<file path="src/rtl/cache_line_ctrl.sv">
// Miss/replacement controller for one 4-line fully-associative cache set.
// Looks up the requested tag, picks a replacement line on a miss, runs the
// dirty-victim writeback and the line fill over a req/ack handshake, and
// reports the hit flag and line index for the external data array.
module cache_line_ctrl #(
  parameter int TAG_W = 8
) (
  input  logic             clk,
  input  logic             rst,
  input  logic             req_valid,
  output logic             req_ready,
  input  logic             req_write,
  input  logic [TAG_W-1:0] req_tag,
  output logic             resp_valid,
  output logic             resp_hit,
  output logic [1:0]       resp_line,
  output logic             mem_req,
  output logic             mem_we,
  output logic [TAG_W-1:0] mem_tag,
  output logic [1:0]       mem_line,
  input  logic             mem_ack
);

  typedef enum logic [2:0] {IDLE, LOOKUP, WB, FILL, RESP} state_t;

  state_t                  state_reg;
  logic [3:0]              valid_reg;
  logic [3:0]              dirty_reg;
  logic [3:0][TAG_W-1:0]   tag_reg;
  logic [3:0][1:0]         age_reg;
  logic                    write_reg;
  logic [TAG_W-1:0]        tag_lat_reg;
  logic [1:0]              line_reg;

  logic [3:0]              hit_vec;
  logic [3:0]              cand_vec;
  logic [3:0][1:0]         age_next;
  logic                    hit_any;
  logic [1:0]              hit_idx;
  logic [1:0]              victim_idx;

  // Per-line tag match, replacement candidates and recency update.
  // A line ages only if it was more recent than the accessed line, which
  // keeps the ages a permutation of 0..3.
  generate
    for (genvar gi = 0; gi < 4; gi++) begin : g_line
      assign hit_vec[gi]  = valid_reg[gi] && (tag_reg[gi] == tag_lat_reg);
      assign cand_vec[gi] = (~valid_reg[gi] & ~dirty_reg[gi]) | (age_reg[gi] == 2'd3);
      assign age_next[gi] = (2'(gi) == line_reg) ? 2'd0 :
                            (age_reg[gi] < age_reg[line_reg]) ? age_reg[gi] + 2'd1 :
                            age_reg[gi];
    end
  endgenerate

  // Encode the hit line and the lowest-index replacement candidate.
  always_comb begin
    hit_any    = |hit_vec;
    hit_idx    = 2'd0;
    victim_idx = 2'd0;
    for (int i = 3; i >= 0; i--) begin
      if (hit_vec[i])  hit_idx    = 2'(i);
      if (cand_vec[i]) victim_idx = 2'(i);
    end
  end

  // Controller FSM with all outputs registered; mem_req rises one cycle
  // after entering WB/FILL so a WB->FILL hand-over always has a low cycle.
  always_ff @(posedge clk) begin
    if (rst) begin
      state_reg   <= IDLE;
      valid_reg   <= '0;
      dirty_reg   <= '0;
      tag_reg     <= '0;
      age_reg     <= {2'd3, 2'd2, 2'd1, 2'd0};
      write_reg   <= 1'b0;
      tag_lat_reg <= '0;
      line_reg    <= 2'd0;
      req_ready   <= 1'b1;
      resp_valid  <= 1'b0;
      resp_hit    <= 1'b0;
      resp_line   <= 2'd0;
      mem_req     <= 1'b0;
      mem_we      <= 1'b0;
      mem_tag     <= '0;
      mem_line    <= 2'd0;
    end else begin
      resp_valid <= 1'b0;
      case (state_reg)
        IDLE: begin
          if (req_valid) begin
            write_reg   <= req_write;
            tag_lat_reg <= req_tag;
            req_ready   <= 1'b0;
            state_reg   <= LOOKUP;
          end
        end
        LOOKUP: begin
          if (hit_any) begin
            line_reg   <= hit_idx;
            if (write_reg) dirty_reg[hit_idx] <= 1'b1;
            resp_valid <= 1'b1;
            resp_hit   <= 1'b1;
            resp_line  <= hit_idx;
            state_reg  <= RESP;
          end else begin
            line_reg <= victim_idx;
            if (valid_reg[victim_idx] && dirty_reg[victim_idx]) state_reg <= WB;
            else                                                state_reg <= FILL;
          end
        end
        WB: begin
          if (!mem_req) begin
            mem_req  <= 1'b1;
            mem_we   <= 1'b1;
            mem_tag  <= tag_reg[line_reg];
            mem_line <= line_reg;
          end else if (mem_ack) begin
            mem_req             <= 1'b0;
            dirty_reg[line_reg] <= 1'b0;
            state_reg           <= FILL;
          end
        end
        FILL: begin
          if (!mem_req) begin
            mem_req  <= 1'b1;
            mem_we   <= 1'b0;
            mem_tag  <= tag_lat_reg;
            mem_line <= line_reg;
          end else if (mem_ack) begin
            mem_req             <= 1'b0;
            valid_reg[line_reg] <= 1'b1;
            tag_reg[line_reg]   <= tag_lat_reg;
            dirty_reg[line_reg] <= write_reg;
            resp_valid          <= 1'b1;
            resp_hit            <= 1'b0;
            resp_line           <= line_reg;
            state_reg           <= RESP;
          end
        end
        RESP: begin
          age_reg   <= age_next;
          req_ready <= 1'b1;
          state_reg <= IDLE;
        end
        default: state_reg <= IDLE;
      endcase
    end
  end

endmodule

</file>
<file path="config.mk">
export PLATFORM = sky130hd
export DESIGN_NAME = cache_line_ctrl
export DESIGN_NICKNAME = d
export VERILOG_FILES = /design/src/rtl/cache_line_ctrl.sv
export SDC_FILE = /design/constraint.sdc
export NUM_CORES = 1
export LEC_CHECK = 0
export CAP_MARGIN = 20
export CORE_MARGIN = 2
export CORE_UTILIZATION = 45
export CTS_CLUSTER_DIAMETER = 100
export DETAILED_ROUTE_END_ITERATION = 10
export HOLD_SLACK_MARGIN = 0.12
export PLACE_DENSITY = 0.74
export SYNTH_ARGS = -nofsm -noshare
export SYNTH_HDL_FRONTEND = slang
export SYNTH_SLANG_ARGS = --single-unit
</file>
<file path="constraint.sdc">
create_clock -name clk -period 6.1 [get_ports clk]
set_input_delay 1.525 -clock clk [delete_from_list [all_inputs] [get_ports clk]]
set_output_delay 1.525 -clock clk [all_outputs]
set_load 0.05 [all_outputs]
</file>
==> results of run 1 <==
cell families after synthesis:
family	after synthesis	synth area share, %
XOR/XNOR	32	6.63
buffers and inverters	37	6.13
multiplexers	27	9.12
AO/OA/AOI/OAI	95	14.5
AND/OR/NAND/NOR	216	23.8
adder cells (fa/ha/maj)	8	2.37
flip-flops	79	37.4
power by group through the flow:
stage | sequential [mW] | clock, mW | combinational (mW)
after detailed placement | 0.566 | 0 | 0.127
after CTS | 0.554 | 0.481 | 0.128
after global placement | 0.565 | 0 | 0.125
after floorplan | 0.570 | 0 | 0.0929
after global routing | 0.558 | 0.503 | 0.140
final | 0.554 | 0.476 | 0.128
cell usage in the layout (no fill, tap or decap), drive strengths merged, types with 6 or more instances in the layout:
| cell type | count |
|---|---|
| dfxtp | 79 |
| clkbuf | 10 |
| clkdlybuf4s50 | 28 |
| mux4 | 9 |
| o21ai | 9 |
| a21oi | 48 |
| a211oi | 6 |
| nor2 | 46 |
| nor3 | 17 |
| a311oi | 9 |
| inv | 8 |
| nand3 | 9 |
| nand4 | 6 |
| ha | 8 |
| nand2 | 114 |
| xnor2 | 18 |
| mux2i | 16 |
| xor2 | 14 |
per-layer routing:
layer	global-route usage (%)	up-vias
met3	3.05	17
met4	8.63	0
met5	0	-
met1	28.8	1683
li1	-	1744
met2	30.8	107
worst min path at each step:
stage,slack [ns],from,endpoint
floorplan,0.44,write_reg,write_reg
global route,0.48,resp_line[1],resp_line[1]
finish,0.47,resp_line[1],resp_line[1]
detailed placement,0.45,resp_line[1],resp_line[1]
global placement,0.45,resp_line[0],resp_line[0]
CTS,0.47,resp_line[1],resp_line[1]
worst min-delay path, cell delays in order (launching register included):
cell	delay (ns)
dfxtp_1	0.32
inv_1	0.05
a211oi_1	0.06
area by class of cell:
class / count / area, um2
Clock buffer: 10 / 128
Clock inverter: 6 / 116
Fill cell: 881 / 4500
Inverter: 7 / 26.3
Multi-Input combinational cell: 378 / 2390
Sequential cell: 79 / 1580
Tap cell: 111 / 139
Timing Repair Buffer: 33 / 315
stage by stage:
stage	hold slack, ns	utilization [%]	setup WS (ns)
4_1_cts	0.467	50.9	2.79
6_report	0.469	51.0	2.80
2_1_floorplan	0.445	-	3.56
5_1_grt	0.476	51.0	2.74
3_3_place_gp	0.450	48.3	2.91
3_5_place_dp	0.450	48.3	2.86
==> impl_metrics.toml, run 1 <==
[finish]
fin_area_um2 = 4690
drive_above_1_share_pct = 9.94
largest_reg_flops = 32
fin_cells = 624
syn_to_final_growth_pct = 11.0
diodes = 0
final_nets = 529

[detailed_routing]
vias = 3551
wl_met1_mm = 4.67
ant_nets = 0
firstDrtPassIters = 5
routed_wl_mm = 9.68
wl_met3_um = 556
avgRoutedWirePerCell_um = 15.5
wl_met2_mm = 4.32
top_layer_used = "met4"
dr.first_iter.drc_count = 320
vias_per_cell = 5.69
drcViolationCount = 0

[grt]
grt_pass1_wl_mm = 16.3
antenna_found_initial = 0
grt_max_degree = 78
grt_pass1_vias = 3387
grt_remaining_overflow = 0
grt_util_all_layers_pct = 20.3

[clocking]
ctsHtreeMaxLevel = 3
cts_made_buffers = 9
cts.sinks = 79
cts_resized = 0
clk_latency_ns = 0.36
tritoncts = "yes"
clk_pin_slew_worst_paths_ns = 0.08
cts_setup_buffers = 0
clockRootBuffer = "clkbuf_8"
hold_buffers = 0
clk_path_buf_depth = 2

[critical_path]
critPathRequiredTime_ns = 4.58
reg2reg_from = "line_reg[1]"
cp-end-kind = "output port"
crit_chain = "clkdlybuf4s50_1"
critPathSlowestCell = "clkdlybuf4s50_1"
endpoint = "mem_req"
path_buf_inv = 1
cp_top_family = "buffers and inverters"
r2r_slack_ns = 3.52
cp-start-kind = "flop"
cp_num_cells = 1
reg2regPathDepth = 8
path_class = "flop to output port"
cp-startpoint = "mem_req"
slowest_delay_ns = 0.88
worst-path-max-fanout = 9
arrival_ns = 1.78
r2r-end = "age_reg[0]"

[synthesis]
syn-cell-area_um2 = 4230
seq_area_frac_synth_pct = 37.4
yosysMostFrequentCell = "nand2_1"
synth_edf_count = 0
synth-async-reset-ratio_pct = 0
ys_types = 59
synth.area.top_cells = "dfxtp_1, nand2_1, a21oi_1"
yosysWarnings = 0
synthTopCellsByCount = "nand2_1, dfxtp_1, a21oi_1"
ys_ff_latch = 79
syn_nets = 515
yosysTopAreaCellShare_pct = 37.4
synth.avg_cell_area_um2 = 8.56
synth-main-ff-cell = "dfxtp_1"
postSynthCellCount = 494
yosys.area.top_type = "dfxtp_1"

[die]
rows = 35
die_h_um = 101
initial_core_util_pct = 46.0
die_area_um2 = 10200
die_x_um = 101
core_area_um2 = 9200
pin_count = 30

[place]
postPlaceCellArea_um2 = 4440
gp_congestion = 0.895
portBuffers = 29
dp_hpwl_mm = 7.11
place_inst = 607

[status]
status = "completed"

[timing]
min_period_ns = 3.30
tightest_slew_ns = 0.997
fin_setup_tns_ns = 0
timing.final.crit_share_pct = 54.1
max_freq_mhz = 303
clock-skew-final_ns = 0.0120
slew_viol_final = 0
max_slew_margin_pct = 33.4
setup_viol = 0
rsz0062_at_grt = "false"
hold_viol_final = 0

[pwr]
power_density_nw_per_um2 = 247
swShare_pct = 26.3
leakagePower_nw = 1.65
clock_power_share_pct = 41.1
combPwrFrac_pct = 11.0
switchingPower_mw = 0.305
power_frac_seq_pct = 47.8
intPower_mw = 0.853
ir_worst_vdd_v = 0.000153
total_power_mw = 1.16

[job]
maxCapViolCount = 0

[worst_hold_path]
hp-class = "flop to flop"
min_path_cells = 2
Power figures use the tool's default switching activity.
==> inputs of run 2 (changes only) <==
==> constraint.sdc (replaced) <==
create_clock -name clk -period 3.4 [get_ports clk]
set_input_delay 0.85 -clock clk [delete_from_list [all_inputs] [get_ports clk]]
set_output_delay 0.85 -clock clk [all_outputs]
set_load 0.05 [all_outputs]
==> run 2 against run 1 <==
Flip-flop and latch count did not move. Sequential power grew 79%. Clock-buffer cell count did not move. Core utilization decreased by 0.42 points. Clock skew down 0.0048 ns. Final cell count grew 0.32%. Clock power rose by 42%. Via count is 2.1% lower. Combinational power rose by 80%. Sequential share of layout area up 0.28 points. Global-route usage fell by 0.53 points. Setup slack worse by 2.0 ns.
==> impl_metrics.toml, run 2 (synthesized netlist as in run 1, its figures left out) <==
[detailed_routing]
drcViolationCount = 0
vias_per_cell = 5.55
avgRoutedWirePerCell_um = 15.3
firstDrtPassIters = 5
ant_nets = 0
vias = 3475
dr.first_iter.drc_count = 299
routed_wl_mm = 9.57

[clocking]
clk_pin_slew_worst_paths_ns = 0.09
cts_setup_buffers = 0
clk_latency_ns = 0.35
tritoncts = "yes"
ctsHtreeMaxLevel = 3
hold_buffers = 0
clockRootBuffer = "clkbuf_8"
cts_resized = 0
cts_made_buffers = 9
clk_path_buf_depth = 2
cts.sinks = 79

[grt]
grt_util_all_layers_pct = 19.7
grt_max_degree = 35
grt_remaining_overflow = 0
grt_pass1_vias = 3297
grt_pass1_wl_mm = 16.1
antenna_found_initial = 0

[critical_path]
arrival_ns = 1.79
cp-start-kind = "flop"
worst-path-max-fanout = 9
path_buf_inv = 1
slowest_delay_ns = 0.88
critPathRequiredTime_ns = 2.55
r2r_slack_ns = 0.78
critPathSlowestCell = "clkdlybuf4s50_1"
path_class = "flop to output port"
cp-end-kind = "output port"
cp_top_family = "buffers and inverters"
crit_chain = "clkdlybuf4s50_1"

[timing]
hold_viol_final = 0
fin_setup_tns_ns = 0
tightest_slew_ns = 0.960
max_slew_margin_pct = 35.9
rsz0062_at_grt = "false"
max_freq_mhz = 379
setup_viol = 0
timing.final.crit_share_pct = 77.7
slew_viol_final = 0
min_period_ns = 2.64
clock-skew-final_ns = 0.00722

[pwr]
leakagePower_nw = 1.63
ir_worst_vdd_v = 0.000315
combPwrFrac_pct = 12.1
clock_power_share_pct = 35.6
power_frac_seq_pct = 52.3
intPower_mw = 1.33
switchingPower_mw = 0.565
swShare_pct = 29.7
power_density_nw_per_um2 = 408

[place]
gp_congestion = 0.910
portBuffers = 29
dp_hpwl_mm = 7.20
place_inst = 610

[finish]
fin_cells = 626
syn_to_final_growth_pct = 10.1
final_common_cell = "nand2_1"
fillers = 891
final_nets = 531
drive_above_1_share_pct = 10.5
diodes = 0
largest_reg_flops = 32
final_cell_mix = "nand2_1, dfxtp_1, a21oi_1, nor2_1, clkdlybuf4s50_1"

[die]
core_area_um2 = 9200
die_x_um = 101
die_area_um2 = 10200
rows = 35
initial_core_util_pct = 46.0
pin_count = 30
die_h_um = 101

[job]
maxCapViolCount = 0

[worst_hold_path]
hp-class = "flop to flop"

[status]
status = "completed"
[run 2: worst paths after layout]
kind,to,start,cells past startpoint
max,mem_req,mem_req,1
min,resp_line[0],resp_line[0],2
min reg2reg,resp_line[0],resp_line[0],2
max reg2reg,tag_reg[8],state_reg[0],6
[run 2: final cells by class]
class | instances | area, um2 | area share [%]
Sequential cell | 79 | 1580 | 34.0
Clock inverter | 6 | 52.6 | 1.13
Tap cell | 111 | 139 | 2.98
Timing Repair Buffer | 35 | 330 | 7.10
Clock buffer | 10 | 138 | 2.96
Inverter | 7 | 26.3 | 0.565
Multi-Input combinational cell | 378 | 2390 | 51.3
[run 2: through the flow]
| step | instance area [um2] | worst slack [ns] | hold WS, ns | util (%) | total power [mW] |
|---|---|---|---|---|---|
| finish | 4650 | 0.758 | 0.466 | 50.6 | 1.90 |
| global route | 4650 | 0.487 | 0.494 | 50.6 | 1.98 |
| CTS | 4650 | 0.775 | 0.471 | 50.6 | 1.91 |
| detailed placement | 4460 | 0.827 | 0.448 | 48.5 | 1.24 |
| global placement | 4460 | 0.922 | 0.446 | 48.5 | 1.24 |
| floorplan | 4230 | 1.07 | 0.445 | - | 1.19 |
[run 2: power groups by stage]
stage | sequential [mW] | combinational [mW] | clock (mW)
floorplan | 1.02 | 0.167 | 0
global placement | 1.01 | 0.226 | 0
detailed placement | 1.01 | 0.230 | 0
CTS | 0.993 | 0.231 | 0.687
global route | 1.00 | 0.248 | 0.735
finish | 0.993 | 0.230 | 0.676
[run 2: worst reg2reg max path, delay by kind of cell, from the launching register on]
kind,cells,cell delay (ns)
and+or+nand+nor,5,1.78
DFF,1,0.61
AOI/OAI and AO/OA,1,0.16
[run 2: metal layers]
metal | share of wire, % | GRT usage (%)
met1 | 50 | 28.3
met2 | 44 | 31.2
met3 | 5.0 | 2.08
met4 | 1.2 | 6.44
met5 | 0 | 0
==> inputs of run 3 (changes only) <==
--- a/config.mk
+++ b/config.mk
@@ -11,7 +11,7 @@
 export CTS_CLUSTER_DIAMETER = 100
 export DETAILED_ROUTE_END_ITERATION = 10
 export HOLD_SLACK_MARGIN = 0.12
-export PLACE_DENSITY = 0.74
+export PLACE_DENSITY = 0.76
 export SYNTH_ARGS = -nofsm -noshare
 export SYNTH_HDL_FRONTEND = slang
 export SYNTH_SLANG_ARGS = --single-unit
==> constraint.sdc (replaced) <==
create_clock -name clk -period 2.1 [get_ports clk]
set_input_delay 0.525 -clock clk [delete_from_list [all_inputs] [get_ports clk]]
set_output_delay 0.525 -clock clk [all_outputs]
set_load 0.05 [all_outputs]
==> run 3 against run 2 <==
Largest cell class unchanged. Critical path type unchanged. Non-clock buffer count grew 33. Critical endpoint is now mem_tag[2]. Register-to-register slack lost 0.70 ns. Hold slack lost 0.010 ns. Combinational power grew 93%. Final cell count grew 5.0%.
==> impl_metrics.toml, run 3 (synthesized netlist as in run 1, its figures left out) <==
[status]
status = "completed"

[detailed_routing]
dr.first_iter.drc_count = 183
ant_nets = 0
drcViolationCount = 0
vias_per_cell = 5.60
firstDrtPassIters = 5
routed_wl_mm = 10.8
avgRoutedWirePerCell_um = 16.4
vias = 3681

[clocking]
clockRootBuffer = "clkbuf_8"
cts.sinks = 79
clk_path_buf_depth = 2
ctsHtreeMaxLevel = 3
clk_latency_ns = 0.36
tritoncts = "yes"
cts_made_buffers = 9
clk_pin_slew_worst_paths_ns = 0.08
hold_buffers = 0

[place]
portBuffers = 29
dp_hpwl_mm = 7.93
place_inst = 643
postPlaceCellArea_um2 = 4740
dpl_worst_slack_ns = 0.0197
gp_congestion = 0.921

[timing]
clock-skew-final_ns = 0.0143
max_freq_mhz = 491
setup_viol = 0
holdWs_ns = 0.456
timing.final.crit_share_pct = 97.0
setup_slack_ns = 0.0629
hold_viol_final = 0
slew_viol_final = 0
max_slew_margin_pct = 66.0
tightest_slew_ns = 0.508
min_period_ns = 2.04
fin_setup_tns_ns = 0

[grt]
grt_pass1_wl_mm = 17.9
grt_max_degree = 40
grt_remaining_overflow = 0
grt_pass1_vias = 3622
antenna_found_initial = 0
grt_util_all_layers_pct = 22.7

[finish]
final_cell_mix = "nand2_1, dfxtp_1, a21oi_1, nor2_1, buf_4"
fin_area_um2 = 4970
largest_reg_flops = 32
diodes = 0
syn_to_final_growth_pct = 17.6
final_nets = 564
fin_cells = 657
fillers = 848
final_common_cell = "nand2_1"
drive_above_1_share_pct = 17.9
post-route-util_pct = 54.1

[job]
maxCapViolCount = 0

[critical_path]
critPathRequiredTime_ns = 1.57
critPathSlowestCell = "clkdlybuf4s50_1"
slowest_delay_ns = 0.81
arrival_ns = 1.51
path_buf_inv = 1
cp-end-kind = "output port"
cp-start-kind = "flop"
path_class = "flop to output port"
worst-path-max-fanout = 2
crit_chain = "clkdlybuf4s50_1"
cp_top_family = "buffers and inverters"

[die]
die_area_um2 = 10200
core_area_um2 = 9200
pin_count = 30
initial_core_util_pct = 46.0
die_x_um = 101
rows = 35
die_h_um = 101

[pwr]
total_power_mw = 3.26
ir_worst_vdd_v = 0.000361
leakagePower_nw = 1.82
power_density_nw_per_um2 = 655

[worst_hold_path]
hp-class = "flop to flop"
[run 3: worst paths after layout]
kind | to | cells past startpoint | slack [ns] | from
min | resp_hit | 2 | 0.46 | resp_hit
max reg2reg | resp_line[1] | 8 | 0.08 | tag_lat_reg[3]
max | mem_tag[2] | 1 | 0.06 | mem_tag[2]
min reg2reg | resp_hit | 2 | 0.46 | resp_hit
[run 3: area by class of cell]
type | instances | area [um2] | area share (%)
repair buffers | 68 | 601 | 12.1
well taps | 111 | 139 | 2.79
clock inverters | 5 | 85.1 | 1.71
multi-input cells | 378 | 2400 | 48.3
inverters | 7 | 26.3 | 0.528
clock buffers | 9 | 124 | 2.49
flip-flops and latches | 79 | 1590 | 32.1
[run 3: metal layers]
metal,global-route usage (%),up-vias,share of wire (%),wire length (um)
met5,0,-,0,0
met2,38.0,104,51,5470
met1,27.5,1744,41,4420
met4,12.0,0,3.2,341
li1,-,1808,-,-
met3,4.51,25,4.9,530
[run 3: worst reg2reg max path: stages (launching register included)]
cell and delay, ns:
dfxtp_1 0.35, buf_12 0.15, xor2_1 0.15, nor4_2 0.32
nand4_2 0.26, nand2b_4 0.18, o21bai_2 0.12, a221oi_1 0.29
a211oi_1 0.08
[run 3: power breakdown]
| group | switching, mW | internal, mW | leakage, nW | total [mW] |
|---|---|---|---|---|
| clock network | 0.564 | 0.660 | 0.101 | 1.22 |
| logic | 0.262 | 0.181 | 1.08 | 0.444 |
| registers | 0.0512 | 1.54 | 0.642 | 1.59 |
| total | 0.878 | 2.38 | 1.82 | 3.26 |
[run 3: what timing repair did]
action | 4_1_cts | 5_1_grt
setup endpoints to repair | 0 | 7
buffers inserted | 0 | 0
gates resized for setup | 0 | 11
